[config.mk]
export PLATFORM = sky130hd
export DESIGN_NAME = alu_share_arb
export DESIGN_NICKNAME = d
export VERILOG_FILES = /design/src/rtl/alu_pkg.sv /design/src/rtl/rr_arb2.sv /design/src/rtl/alu_share_arb.sv
export SDC_FILE = /design/constraint.sdc
export NUM_CORES = 1
export LEC_CHECK = 0
export ABC_CLOCK_PERIOD_IN_PS = 12400
export BUFFER_PORTS_ARGS = -buffer_cell sky130_fd_sc_hd__buf_2
export CORE_MARGIN = 2
export CORE_UTILIZATION = 30
export CTS_CLUSTER_SIZE = 8
export DETAILED_ROUTE_END_ITERATION = 12
export PLACE_DENSITY = 0.68
export SLEW_MARGIN = 40
export SYNTH_ARGS = -nofsm -noshare
export SYNTH_HDL_FRONTEND = slang
export SYNTH_SLANG_ARGS = --single-unit
[constraint.sdc]
create_clock -name clk -period 12.4 [get_ports clk]
set_clock_uncertainty 0.2 [all_clocks]
set_input_delay 2.48 -clock clk [delete_from_list [all_inputs] [get_ports clk]]
set_output_delay 2.48 -clock clk [all_outputs]
set_load 0.05 [all_outputs]
[src/rtl/alu_pkg.sv]
// Shared opcode constants and sequencer state encoding for the ALU share arbiter.
package alu_pkg;

  localparam logic [4:0] ALU_AND     = 5'h00;
  localparam logic [4:0] ALU_OR      = 5'h01;
  localparam logic [4:0] ALU_ADD     = 5'h02;
  localparam logic [4:0] ALU_SUB     = 5'h03;
  localparam logic [4:0] ALU_XOR     = 5'h04;
  localparam logic [4:0] ALU_SLT     = 5'h05;
  localparam logic [4:0] ALU_SLTU    = 5'h06;
  localparam logic [4:0] ALU_SLL     = 5'h07;
  localparam logic [4:0] ALU_SRL     = 5'h08;
  localparam logic [4:0] ALU_SRA     = 5'h09;
  localparam logic [4:0] ALU_BGE     = 5'h0A;
  localparam logic [4:0] ALU_BGEU    = 5'h0B;
  localparam logic [4:0] ALU_OP_LAST = 5'h0B;

  typedef enum logic [1:0] {
    IDLE = 2'd0,
    EXEC = 2'd1,
    RESP = 2'd2
  } state_t;

endpackage

[src/rtl/rr_arb2.sv]
// Two-way round-robin grant: a lone requester wins, a tie goes to the port not served last.
module rr_arb2 (
  input  logic [1:0] valid,
  input  logic       last_grant,
  output logic [1:0] grant
);

  // One-hot grant from the valids and the previously served port
  always_comb begin
    grant = 2'b00;
    if (valid == 2'b11) grant = last_grant ? 2'b01 : 2'b10;
    else                grant = valid;
  end

endmodule

[src/rtl/alu_share_arb.sv]
// Sequencer sharing one ALU between the integer pipeline (port 0) and the helper unit (port 1).
module alu_share_arb
  import alu_pkg::*;
#(
  parameter int unsigned DATA_W = 32,
  parameter int unsigned OP_W   = 5
) (
  input  logic              clk,
  input  logic              rst,
  input  logic              req0_valid,
  output logic              req0_ready,
  input  logic [OP_W-1:0]   req0_op,
  input  logic [DATA_W-1:0] req0_a,
  input  logic [DATA_W-1:0] req0_b,
  input  logic              req1_valid,
  output logic              req1_ready,
  input  logic [OP_W-1:0]   req1_op,
  input  logic [DATA_W-1:0] req1_a,
  input  logic [DATA_W-1:0] req1_b,
  output logic              rsp0_valid,
  input  logic              rsp0_ready,
  output logic              rsp1_valid,
  input  logic              rsp1_ready,
  output logic [DATA_W-1:0] rsp_res,
  output logic              rsp_ovf,
  output logic              rsp_zero,
  output logic              rsp_err,
  output logic [DATA_W-1:0] alu_a,
  output logic [DATA_W-1:0] alu_b,
  output logic [OP_W-1:0]   alu_op,
  input  logic [DATA_W-1:0] alu_res,
  input  logic              alu_ovf,
  input  logic              alu_zero
);

  state_t            state;
  logic              src;
  logic              last_grant;
  logic              ill_q;
  logic [OP_W-1:0]   op_q;
  logic [DATA_W-1:0] a_q;
  logic [DATA_W-1:0] b_q;
  logic [1:0]        grant;
  logic [OP_W-1:0]   sel_op;
  logic [DATA_W-1:0] sel_a;
  logic [DATA_W-1:0] sel_b;
  logic              sel_ill;

  rr_arb2 u_arb (
    .valid      ({req1_valid, req0_valid}),
    .last_grant (last_grant),
    .grant      (grant)
  );

  // Accept handshake only in IDLE and only toward the granted port
  always_comb begin
    req0_ready = !rst && (state == IDLE) && grant[0];
    req1_ready = !rst && (state == IDLE) && grant[1];
  end

  // Select the granted request's payload and classify its opcode
  always_comb begin
    sel_op  = grant[1] ? req1_op : req0_op;
    sel_a   = grant[1] ? req1_a  : req0_a;
    sel_b   = grant[1] ? req1_b  : req0_b;
    sel_ill = sel_op > OP_W'(ALU_OP_LAST);
  end

  // ALU is driven purely from the operand registers
  always_comb begin
    alu_a  = a_q;
    alu_b  = b_q;
    alu_op = op_q;
  end

  // Sequencer: latch request, run ALU for one cycle, hold response until taken
  always_ff @(posedge clk or posedge rst) begin
    if (rst) begin
      state      <= IDLE;
      src        <= 1'b0;
      last_grant <= 1'b1;
      ill_q      <= 1'b0;
      op_q       <= '0;
      a_q        <= '0;
      b_q        <= '0;
      rsp_res    <= '0;
      rsp_ovf    <= 1'b0;
      rsp_zero   <= 1'b0;
      rsp_err    <= 1'b0;
      rsp0_valid <= 1'b0;
      rsp1_valid <= 1'b0;
    end else begin
      case (state)
        IDLE: begin
          if (|grant) begin
            src   <= grant[1];
            ill_q <= sel_ill;
            op_q  <= sel_ill ? '0 : sel_op;
            a_q   <= sel_a;
            b_q   <= sel_b;
            state <= EXEC;
          end
        end
        EXEC: begin
          rsp_res    <= ill_q ? '0 : alu_res;
          rsp_ovf    <= ill_q ? 1'b0 : alu_ovf;
          rsp_zero   <= ill_q ? 1'b0 : alu_zero;
          rsp_err    <= ill_q;
          rsp0_valid <= !src;
          rsp1_valid <= src;
          state      <= RESP;
        end
        RESP: begin
          if (src ? rsp1_ready : rsp0_ready) begin
            rsp0_valid <= 1'b0;
            rsp1_valid <= 1'b0;
            last_grant <= src;
            state      <= IDLE;
          end
        end
        default: state <= IDLE;
      endcase
    end
  end

endmodule

# Word-level counts from Yosys, hierarchy flattened
# Index checks and enable logic that the tools add are counted.
# totals
romBits,0
output_inout_bits,108
latchBits,0
n_memories,0
ram_bits,0
input_bits,178
register_bits,111
wordCells,47
# op_classes
muxes,16
n_addsub,0
shift,0
reduce_logical,12
n_lt_le_gt_ge,1
bitwise_logic,0
div,0
n_mul,0
eq_ne,5
# op_table
cell,count
two-way mux 32 bit,3
two-way mux 5 bit,2
two-way mux 2 bit,4
AND reduction 2 bit,4
one-hot mux 2 bit (3 select lines),1
greater-than comparator 5 x 4 -> 1 bit (second input constant),1
== test 2 bit (second input constant),2
two-way mux 1 bit,4
one-hot mux 1 bit (2 select lines),2
logical AND 1 bit,3
== test 2 x 1 -> 1 bit (second input constant),1
zero test 1 bit,2
zero test 2 bit,1
inequality test 2 x 1 -> 1 bit (second input constant),1
inequality test 2 bit (second input constant),1
nonzero test 2 bit,1
OR reduction 2 bit,1

# Depth between registers and ports, before layout
# Gate-level depths: netlist (run 1).
# depth
word_depth,5
ltp_mapped,6
ltp_nobuf,4

# Cells and area by module
# A second synthesis (run 1) with hierarchy kept.
# unflattened
hier_cells,494
hier_area_um2,5113.7
# modules_own_cells
module,cells_per_inst,seq_area_each_um2,n_inst,area_each_um2
alu_share_arb,491,2778.9,1,5094.9
rr_arb2,3,0.0,1,18.8

# Least setup slack after synthesis (run 1)
# Ideal clock, no wire load.
# synth_path
path_type,input port to output port
start,input rst
end,output req0_ready
stages,2
t_required_ns,9.720
n_path_buf,0
t_arrival_ns,5.607
slack_ns,4.113
path_cell_list,inv_1 -> and4_1
# synth_between
elab_chain_cells,3
# synth_rtl
item,line_no,text
start: declaration,alu_share_arb.sv:9,"input logic rst,"
zero test 1 bit (no line),-,
logical AND 1 bit (2 in series),alu_share_arb.sv:57,req0_ready = !rst && (state == IDLE) && grant[0];
end: declaration,alu_share_arb.sv:11,"output logic req0_ready,"
# Every way passes these cells.

# Worst setup path in the final report (run 1)
# layout_path
start,input req1_valid
end,output req1_ready
# layout_between
elab_chain_cells,3
# layout_rtl
item,line_no,text
start: declaration,alu_share_arb.sv:15,"input logic req1_valid,"
== test 2 bit,rr_arb2.sv:11,if (valid == 2'b11) grant = last_grant ? 2'b01 : 2'b10;
two-way mux 2 bit (*),rr_arb2.sv:11,
logical AND 1 bit (*),alu_share_arb.sv:58,req1_ready = !rst && (state == IDLE) && grant[1];
end: declaration,alu_share_arb.sv:16,"output logic req1_ready,"
# Mark *: on every way between the ends. The rest lies on a longest branch, timed or not.

==> run_results.csv, run 1 <==
group,metric,value,unit
hold_path,worstHoldPathType,"reg -> reg",
setup_path,r2r-start,"last_grant",
global_route,grt_max_degree,78,
setup_path,start_kind,"input pin",
timing,timing.final.crit_share,52.02,%
power_and_ir_drop,switchingPower,0.001023,W
setup_path,worstSetupPathType,"in -> out",
timing,final_hold_viol_count,0,
setup_path,r2r_cells,5,
route,drc,0,
finish,n_antenna_cell,0,
clock_network,post_cts_buffers,0,
logic_synthesis,synth-seq-area-share,55.26,%
placement,port_buffers,285,
placement,hpwl,10080,µm
clock_network,ctsHtreeMaxLevel,3,
power_and_ir_drop,p_per_area,284.0,nW/µm²
power_and_ir_drop,p_seq_share,31.2,%
route,first_pass_iters,4,
power_and_ir_drop,pwr-share-comb,54.0,%
clock_network,post_cts_resized,0,
logic_synthesis,synth_edf_count,0,
global_route,antenna_found_initial,0,
logic_synthesis,ys.flop_type,"dfrtp_1",
route,ant_nets,0,
timing,fmax,155.0,MHz
finish,final_nets,937,
route,wire_per_inst,13.38,µm
power_and_ir_drop,swShare,52.39,%
placement,place.gp.congestion,0.7253,
setup_path,cp_data_required_time,9.72,ns
clock_network,clk_latency,0.34,ns
setup_path,cp_max_fo,16,
floorplan,pin_count,286,
floorplan,die_width,133.5,µm
hold_path,min_from,"alu_op[3]",
global_route,first_global_vias,4116,
clock_network,cts.path.max_buffers,2,
job,drv_cap,0,
floorplan,rows,47,
clock_network,cts.sinks,111,
setup_path,crit_path_start,"req1_valid",
logic_synthesis,ys_ff_latch,111,
logic_synthesis,synth_cells,491,
clock_network,ctsHoldBuffers,0,
timing,setup_viol,0,
route,routed-via-count,4301,
finish,fin_area,6873,µm²
finish,areaGrowthSynthToFinish,36.68,%
setup_path,cp-end-kind,"primary output",
route,drt_iter0_drc,209,
timing,rsz0062_at_grt,"no",
clock_network,path_clk_slew,0.06,ns
timing,slew_viol_final,0,
logic_synthesis,syn_nets,669,
power_and_ir_drop,p_leak,3.643,nW
logic_synthesis,yosys_warnings,0,
floorplan,dieArea,17810,µm²
power_and_ir_drop,power.total,0.001952,W
global_route,track_usage,14.76,%
setup_path,rr_endpoint,"alu_b[29]",
setup_path,r2r_slack,9.86,ns
logic_synthesis,syn_avg_cell_area,10.24,µm²
global_route,grt_pass1_wl,20930,µm
power_and_ir_drop,ir_drop,0.0001360,V
timing,slew-limit-headroom,52.56,%
timing,fin_crit,6.450,ns
finish,layout-drive-gt1-share,41.10,%
clock_network,cts_root_buffer,"clkbuf_16",
hold_path,min_to,"alu_op[3]",
power_and_ir_drop,p_int,0.0009293,W
logic_synthesis,synthDistinctLibCells,32,
floorplan,coreArea,16470,µm²
global_route,overflow,0,
floorplan,start_util,30.54,%
clock_network,cts_buffers,9,
timing,worst_slew_pin_slew,0.7098,ns
logic_synthesis,async_reset_ff_share,100.0,%
status,status,"complete, no violations",
power_and_ir_drop,clkPwrFrac,14.8,%
route,via_per_inst,4.371,
hold_path,worstHoldPathCells,2,
route,wl,13160,µm
clock_network,cts_tree,"done",
floorplan,die_y,133.5,µm
placement,placed_area,6581,µm²
setup_path,worst_ep_arrival_time,3.77,ns
logic_synthesis,syn_area,5029,µm²
timing,fin_setup_tns,0,ns
==> cells by family after synthesis <==
kind of cell | share of synthesized area, %
muxes | 13.19
buffers and inverters | 4.777
and+or+nand+nor | 14.18
AOI/OAI and AO/OA | 12.59
DFF | 55.26
==> placed cells by master (no fill, tap or decap), drive strengths merged <==
master,n
mux2i,64
and2,1
a31oi,2
o21ai,106
dfrtp,110
a221oi,1
buf,290
a21oi,5
nand3,1
nor4b,2
and3,1
and4,1
a21boi,1
mux2,2
a211oi,2
nor2b,1
nand2b,36
a32oi,2
bufinv,1
nor2,7
clkbuf,12
clkinvlp,1
dfstp,1
inv,4
nand2,109
clkinv,1
==> power groups by stage <==
stage               Clock [W]  Sequential (W)  Combinational [W]
floorplan                   0         0.00110           0.000335
global placement            0        0.000610            0.00106
detailed placement          0        0.000614            0.00107
CTS                  0.000300        0.000611            0.00107
global route         0.000315        0.000632            0.00113
finish               0.000289        0.000609            0.00105
==> worst max-delay path by stage <==
stage	to	slack, ns	cells past startpoint
floorplan	req0_ready	4.11	2
global placement	req1_ready	5.95	5
detailed placement	req1_ready	5.89	5
CTS	req1_ready	5.89	5
global route	req1_ready	5.80	5
finish	req1_ready	5.95	5
==> critical path, cell delays in order <==
cell,delay [ns]
buf_2,0.13
a21boi_4,0.61
nand2_1,0.16
nor2_1,0.11
buf_2,0.28
==> synthesized netlist by cell type, types with 2 or more instances <==
cell type  count  area share [%]
dfrtp_1      110              55
nand2_1      109             8.1
mux2i_1       64              13
o21ai_1       63             6.3
o21ai_0       42             4.2
nand2b_1      36             4.5
clkbuf_1      13            0.97
buf_6          8             1.8
buf_4          6            0.90
nor2_1         6            0.45
a21oi_1        4            0.40
buf_2          3            0.30
inv_1          3            0.22
a31oi_1        2            0.25
a32oi_1        2            0.35
clkbuf_2       2            0.20
mux2_2         2            0.45
nor4b_1        2            0.35
==> registers in the layout, indices dropped and copies added (netlist names) <==
signal	cells
rsp_err	1
rsp0_valid	1
alu_b	32
rsp1_valid	1
last_grant	1
rsp_zero	1
ill_q	1
rsp_res	32
alu_op	5
state	2
src	1
alu_a	32
rsp_ovf	1
==> per-layer routing <==
| layer | share of wire, % | GRT usage (%) | up-vias |
|---|---|---|---|
| met1 | 45 | 19.37 | 1917 |
| li1 | - | - | 2194 |
| met2 | 47 | 24.37 | 175 |
| met5 | 0 | 0 | - |
| met4 | 1.5 | 5.024 | 0 |
| met3 | 6.4 | 3.044 | 15 |
==> metrics by stage <==
step	hold slack [ns]	worst slack [ns]	utilization, %	cells
finish	0.2759	5.950	41.74	984
global route	0.3013	5.802	41.74	984
CTS	0.2810	5.891	41.74	984
detailed placement	0.2659	5.895	39.97	968
global placement	0.2573	5.946	39.79	967
floorplan	0.2941	4.113	-	491
==> final cells by class <==
class | instances | area, µm²
Clock inverter | 4 | 55.05
Clock buffer | 12 | 236.5
Tap cell | 220 | 275.3
Fill cell | 1631 | 9593
Inverter | 3 | 13.76
Multi-Input combinational cell | 344 | 2032
Timing Repair Buffer | 290 | 1480
Sequential cell | 111 | 2780
(Power assumes the default switching activity.)
==> run 2, diff against run 1 <==
- ABC_CLOCK_PERIOD_IN_PS: 12400 -> 6550
- clock period: 12.4 -> 6.55 ns (I/O delays scaled with it)
==> run_results.csv, run 2 (synthesis gave the netlist of run 1 again) <==
group,metric,value,unit
clock_network,cts_root_buffer,"clkbuf_16",
clock_network,cts.sinks,111,
timing,rsz0062_at_grt,"no",
timing,fmax,240.7,MHz
global_route,first_global_vias,4169,
global_route,grt_max_degree,82,
setup_path,cp_data_required_time,5.04,ns
timing,worst_slew_pin_slew,0.7915,ns
timing,setup_viol,0,
setup_path,cp.depth,5,
power_and_ir_drop,pwr-share-comb,54.8,%
timing,final_hold_viol_count,0,
setup_path,crit_buf_inv,2,
hold_path,min_to,"alu_a[6]",
clock_network,ctsHoldBuffers,0,
power_and_ir_drop,p_int,0.001717,W
power_and_ir_drop,p_per_area,534.5,nW/µm²
status,status,"complete, no violations",
global_route,track_usage,14.63,%
floorplan,die_width,133.5,µm
route,routed-via-count,4301,
route,wl,13000,µm
timing,slew-limit-headroom,47.10,%
finish,layout-drive-gt1-share,41.23,%
floorplan,pin_count,286,
placement,place.gp.congestion,0.7479,
timing,timing.final.crit_share,63.43,%
global_route,grt_use_met2,23.65,%
setup_path,rr_endpoint,"ill_q",
finish,layout_common_cells,"buf_2 (285), nand2_1 (109), dfrtp_1 (109), mux2i_1 (64), o21ai_1 (63)",
finish,n_antenna_cell,0,
setup_path,crit_chain,"buf_2, a21boi_4, nand2_1, nor2_1, buf_2",
floorplan,start_util,30.54,%
timing,fin_crit,4.154,ns
timing,slew_viol_final,0,
finish,final_nets,937,
setup_path,cpPeakStageDelay,0.67,ns
hold_path,min_from,"alu_a[6]",
job,drv_cap,0,
setup_path,critPathSlowestCell,"a21boi_4",
clock_network,post_cts_buffers,0,
floorplan,coreArea,16470,µm²
global_route,grt.busiest_layer,"met2",
setup_path,start_kind,"input pin",
power_and_ir_drop,clkPwrFrac,13.8,%
power_and_ir_drop,swShare,52.97,%
hold_path,worstHoldPathCells,2,
setup_path,cp_top_family,"compound AO/OA/AOI/OAI gates",
clock_network,ctsHtreeMaxLevel,3,
finish,final_core_util,41.48,%
placement,hpwl,9956,µm
clock_network,post_cts_resized,0,
setup_path,r2r_cells,4,
clock_network,cts_buffers,9,
route,wire_per_inst,13.21,µm
setup_path,r2r_slack,4.06,ns
clock_network,clk_latency,0.35,ns
setup_path,crit_top_cell,"buf_2",
power_and_ir_drop,p_leak,3.623,nW
floorplan,die_y,133.5,µm
setup_path,cp-end-kind,"primary output",
global_route,grtUsageMet3,4.985,%
setup_path,r2r-start,"last_grant",
power_and_ir_drop,switchingPower,0.001934,W
power_and_ir_drop,ir_drop,0.0002580,V
setup_path,worstSetupPathType,"in -> out",
finish,areaGrowthSynthToFinish,35.83,%
floorplan,dieArea,17810,µm²
power_and_ir_drop,power.total,0.003651,W
timing,fin_setup_tns,0,ns
global_route,overflow,0,
setup_path,worst_ep_arrival_time,2.64,ns
global_route,grt_pass1_wl,20680,µm
route,via_per_inst,4.371,
global_route,antenna_found_initial,0,
route,ant_nets,0,
setup_path,cp_max_fo,17,
clock_network,path_clk_slew,0.07,ns
clock_network,cts.path.max_buffers,2,
route,drt_iter0_drc,157,
placement,port_buffers,285,
finish,mostFrequentLayoutCell,"buf_2",
clock_network,cts_tree,"done",
hold_path,worstHoldPathType,"reg -> reg",
power_and_ir_drop,p_seq_share,31.5,%
global_route,met1_usage,18.09,%
route,first_pass_iters,4,
floorplan,rows,47,
route,drc,0,
[run 2: tightest hold or removal path, cell delays in order (launching register included)]
cell     delay, ns
dfrtp_1       0.34
nand2_1       0.04
o21ai_1       0.06
[run 2: metal layers]
metal / wire length (µm) / vias to the layer above
met5: 0 / -
met4: 262 / 0
met3: 1118 / 15
met2: 5968 / 192
met1: 5654 / 1901
li1: - / 2193
[run 2: per-stage QoR]
| step | setup slack, ns | std cells | area, µm² | hold WS, ns |
|---|---|---|---|---|
| CTS | 2.353 | 984 | 6827 | 0.2830 |
| detailed placement | 2.358 | 968 | 6560 | 0.2672 |
| floorplan | 0.6030 | 491 | 5029 | 0.2941 |
| global route | 2.260 | 984 | 6830 | 0.3029 |
| finish | 2.396 | 984 | 6830 | 0.2770 |
| global placement | 2.407 | 968 | 6559 | 0.2587 |
[run 2: how the worst max path moves through the flow]
stage / startpoint / end / slack, ns
6_report: req1_valid / req1_ready / 2.40
5_1_grt: req1_valid / req1_ready / 2.26
4_1_cts: req1_valid / req1_ready / 2.35
3_5_place_dp: req1_valid / req1_ready / 2.36
3_3_place_gp: req1_valid / req1_ready / 2.41
2_1_floorplan: rst / req0_ready / 0.60
[run 2: power groups by stage]
stage | Clock [W] | Combinational [W] | Sequential (W)
floorplan | 0 | 0.000635 | 0.00208
global placement | 0 | 0.00201 | 0.00116
detailed placement | 0 | 0.00203 | 0.00116
CTS | 0.000527 | 0.00203 | 0.00115
global route | 0.000555 | 0.00214 | 0.00119
finish | 0.000504 | 0.00200 | 0.00115
[run 2: layout make-up]
| type | instances | area, µm² |
|---|---|---|
| Clock buffer | 11 | 232.7 |
| Clock inverter | 5 | 33.78 |
| Fill cell | 1640 | 9635 |
| Inverter | 3 | 13.76 |
| Multi-Input combinational cell | 344 | 2027 |
| Sequential cell | 111 | 2780 |
| Tap cell | 220 | 275.3 |
| Timing Repair Buffer | 290 | 1468 |
==> run 3, diff against run 2 <==
- ABC_CLOCK_PERIOD_IN_PS: 6550 -> 3400
- PLACE_DENSITY: 0.68 -> 0.7
- clock period: 6.55 -> 3.4 ns (I/O delays scaled with it)
==> run_results.csv, run 3 (synthesis gave the netlist of run 1 again) <==
group,metric,value,unit
global_route,track_usage,14.77,%
placement,placed_area,6583,µm²
setup_path,crit_buf_inv,1,
timing,fmax,401.9,MHz
floorplan,pin_count,286,
timing,fin_setup_tns,0,ns
setup_path,start_kind,"flop",
setup_path,cp_top_family,"simple AND/OR/NAND/NOR gates",
finish,final_core_util,41.95,%
clock_network,ctsHoldBuffers,0,
route,routed-via-count,4341,
timing,slew_viol_final,0,
timing,worst_slew_pin_slew,0.7310,ns
clock_network,clk_latency,0.34,ns
power_and_ir_drop,p_leak,3.655,nW
route,drc,0,
clock_network,path_clk_slew,0.07,ns
finish,num-fill-cells,1656,
clock_network,post_cts_buffers,0,
placement,port_buffers,285,
clock_network,post_cts_resized,0,
timing,rsz0062_at_grt,"no",
floorplan,rows,47,
finish,mostFrequentLayoutCell,"buf_2",
timing,fin_crit,2.488,ns
clock_network,cts_tree,"done",
floorplan,die_y,133.5,µm
setup_path,worstSetupPathType,"reg -> out",
power_and_ir_drop,p_per_area,1037,nW/µm²
route,via_per_inst,4.398,
setup_path,cp_max_fo,7,
global_route,grt_max_degree,90,
timing,timing.final.crit_share,73.18,%
finish,layout_common_cells,"buf_2 (285), nand2_1 (109), dfrtp_1 (109), mux2i_1 (64), o21ai_1 (63)",
finish,final_nets,939,
route,ant_nets,0,
route,first_pass_iters,4,
timing,setup_viol,0,
setup_path,critPathSlowestCell,"dfrtp_1",
global_route,first_global_vias,4151,
placement,dp_cells,969,
timing,slew-limit-headroom,51.26,%
finish,fin_area,6907,µm²
finish,layout-drive-gt1-share,41.64,%
global_route,antenna_found_initial,1,
status,status,"complete, no violations",
clock_network,cts.sinks,111,
placement,hpwl,10120,µm
power_and_ir_drop,ir_drop,0.0005138,V
route,drt_iter0_drc,91,
job,drv_cap,0,
route,wire_per_inst,13.45,µm
placement,place.gp.congestion,0.7505,
global_route,overflow,0,
route,wl,13280,µm
floorplan,start_util,30.54,%
setup_path,cp-end-kind,"primary output",
floorplan,dieArea,17810,µm²
clock_network,cts.path.max_buffers,2,
finish,areaGrowthSynthToFinish,37.35,%
finish,fin_cells,987,
setup_path,cpPeakStageDelay,0.46,ns
clock_network,ctsHtreeMaxLevel,3,
setup_path,cp_data_required_time,2.52,ns
floorplan,die_width,133.5,µm
clock_network,cts_root_buffer,"clkbuf_16",
floorplan,coreArea,16470,µm²
global_route,grt_pass1_wl,20830,µm
timing,final_hold_viol_count,0,
clock_network,cts_buffers,9,
setup_path,worst_ep_arrival_time,1.61,ns
setup_path,crit_chain,"nor2_2, and4_2, buf_2",
hold_path,worstHoldPathType,"reg -> reg",
==> run 3: per-stage QoR <==
| stage | worst slack, ns | total power, W | hold WS, ns |
|---|---|---|---|
| after detailed placement | 0.9037 | 0.006138 | 0.2654 |
| after floorplan | -0.4241 | 0.005235 | 0.2941 |
| final | 0.9119 | 0.007160 | 0.2769 |
| after global placement | 0.9687 | 0.006077 | 0.2591 |
| after global routing | 0.8443 | 0.007605 | 0.3088 |
| after CTS | 0.8944 | 0.007224 | 0.2849 |
==> run 3: worst reg2reg max path: stages (launching register included) <==
cell	delay [ns]
dfrtp_1	0.46
nor2_2	0.28
o21ai_4	0.10
buf_4	0.27
inv_1	0.17
mux2_2	0.34
==> run 3: path summary, 6_finish.rpt <==
path | start | to | slack [ns] | cells past startpoint
max | state[0] | req0_ready | 0.91 | 3
min in group asynchronous | rst | rsp_res[23] | 0.32 | 3
min | alu_op[0] | alu_op[0] | 0.28 | 2
max reg2reg | state[0] | ill_q | 1.46 | 5
max in group asynchronous | rst | ill_q | 1.69 | 4
min reg2reg | alu_op[0] | alu_op[0] | 0.28 | 2
==> run 3: cell type report <==
| cell class | instances | area (µm²) | area share (%) |
|---|---|---|---|
| antenna | 1 | 2.502 | 0.03623 |
| clock buffer | 10 | 229.0 | 3.315 |
| clock inverter | 6 | 68.82 | 0.9964 |
| inverter | 3 | 15.01 | 0.2174 |
| multi-input combinational | 344 | 2028 | 29.37 |
| sequential | 111 | 2780 | 40.25 |
| tap | 220 | 275.3 | 3.986 |
| timing repair buffer | 292 | 1508 | 21.83 |
==> run 3: where the power goes <==
part           internal [W]  switching, W  leakage, nW
registers           0.00188      0.000347         1.40
clock network      0.000578      0.000490        0.143
logic              0.000955       0.00291         2.11
==> run 3: metal layers <==
| layer | global-route usage (%) | part of all wire [%] |
|---|---|---|
| met1 | 17.90 | 42 |
| met5 | 0 | 0 |
| met3 | 4.262 | 8.1 |
| met2 | 25.00 | 48 |
| met4 | 5.496 | 1.8 |
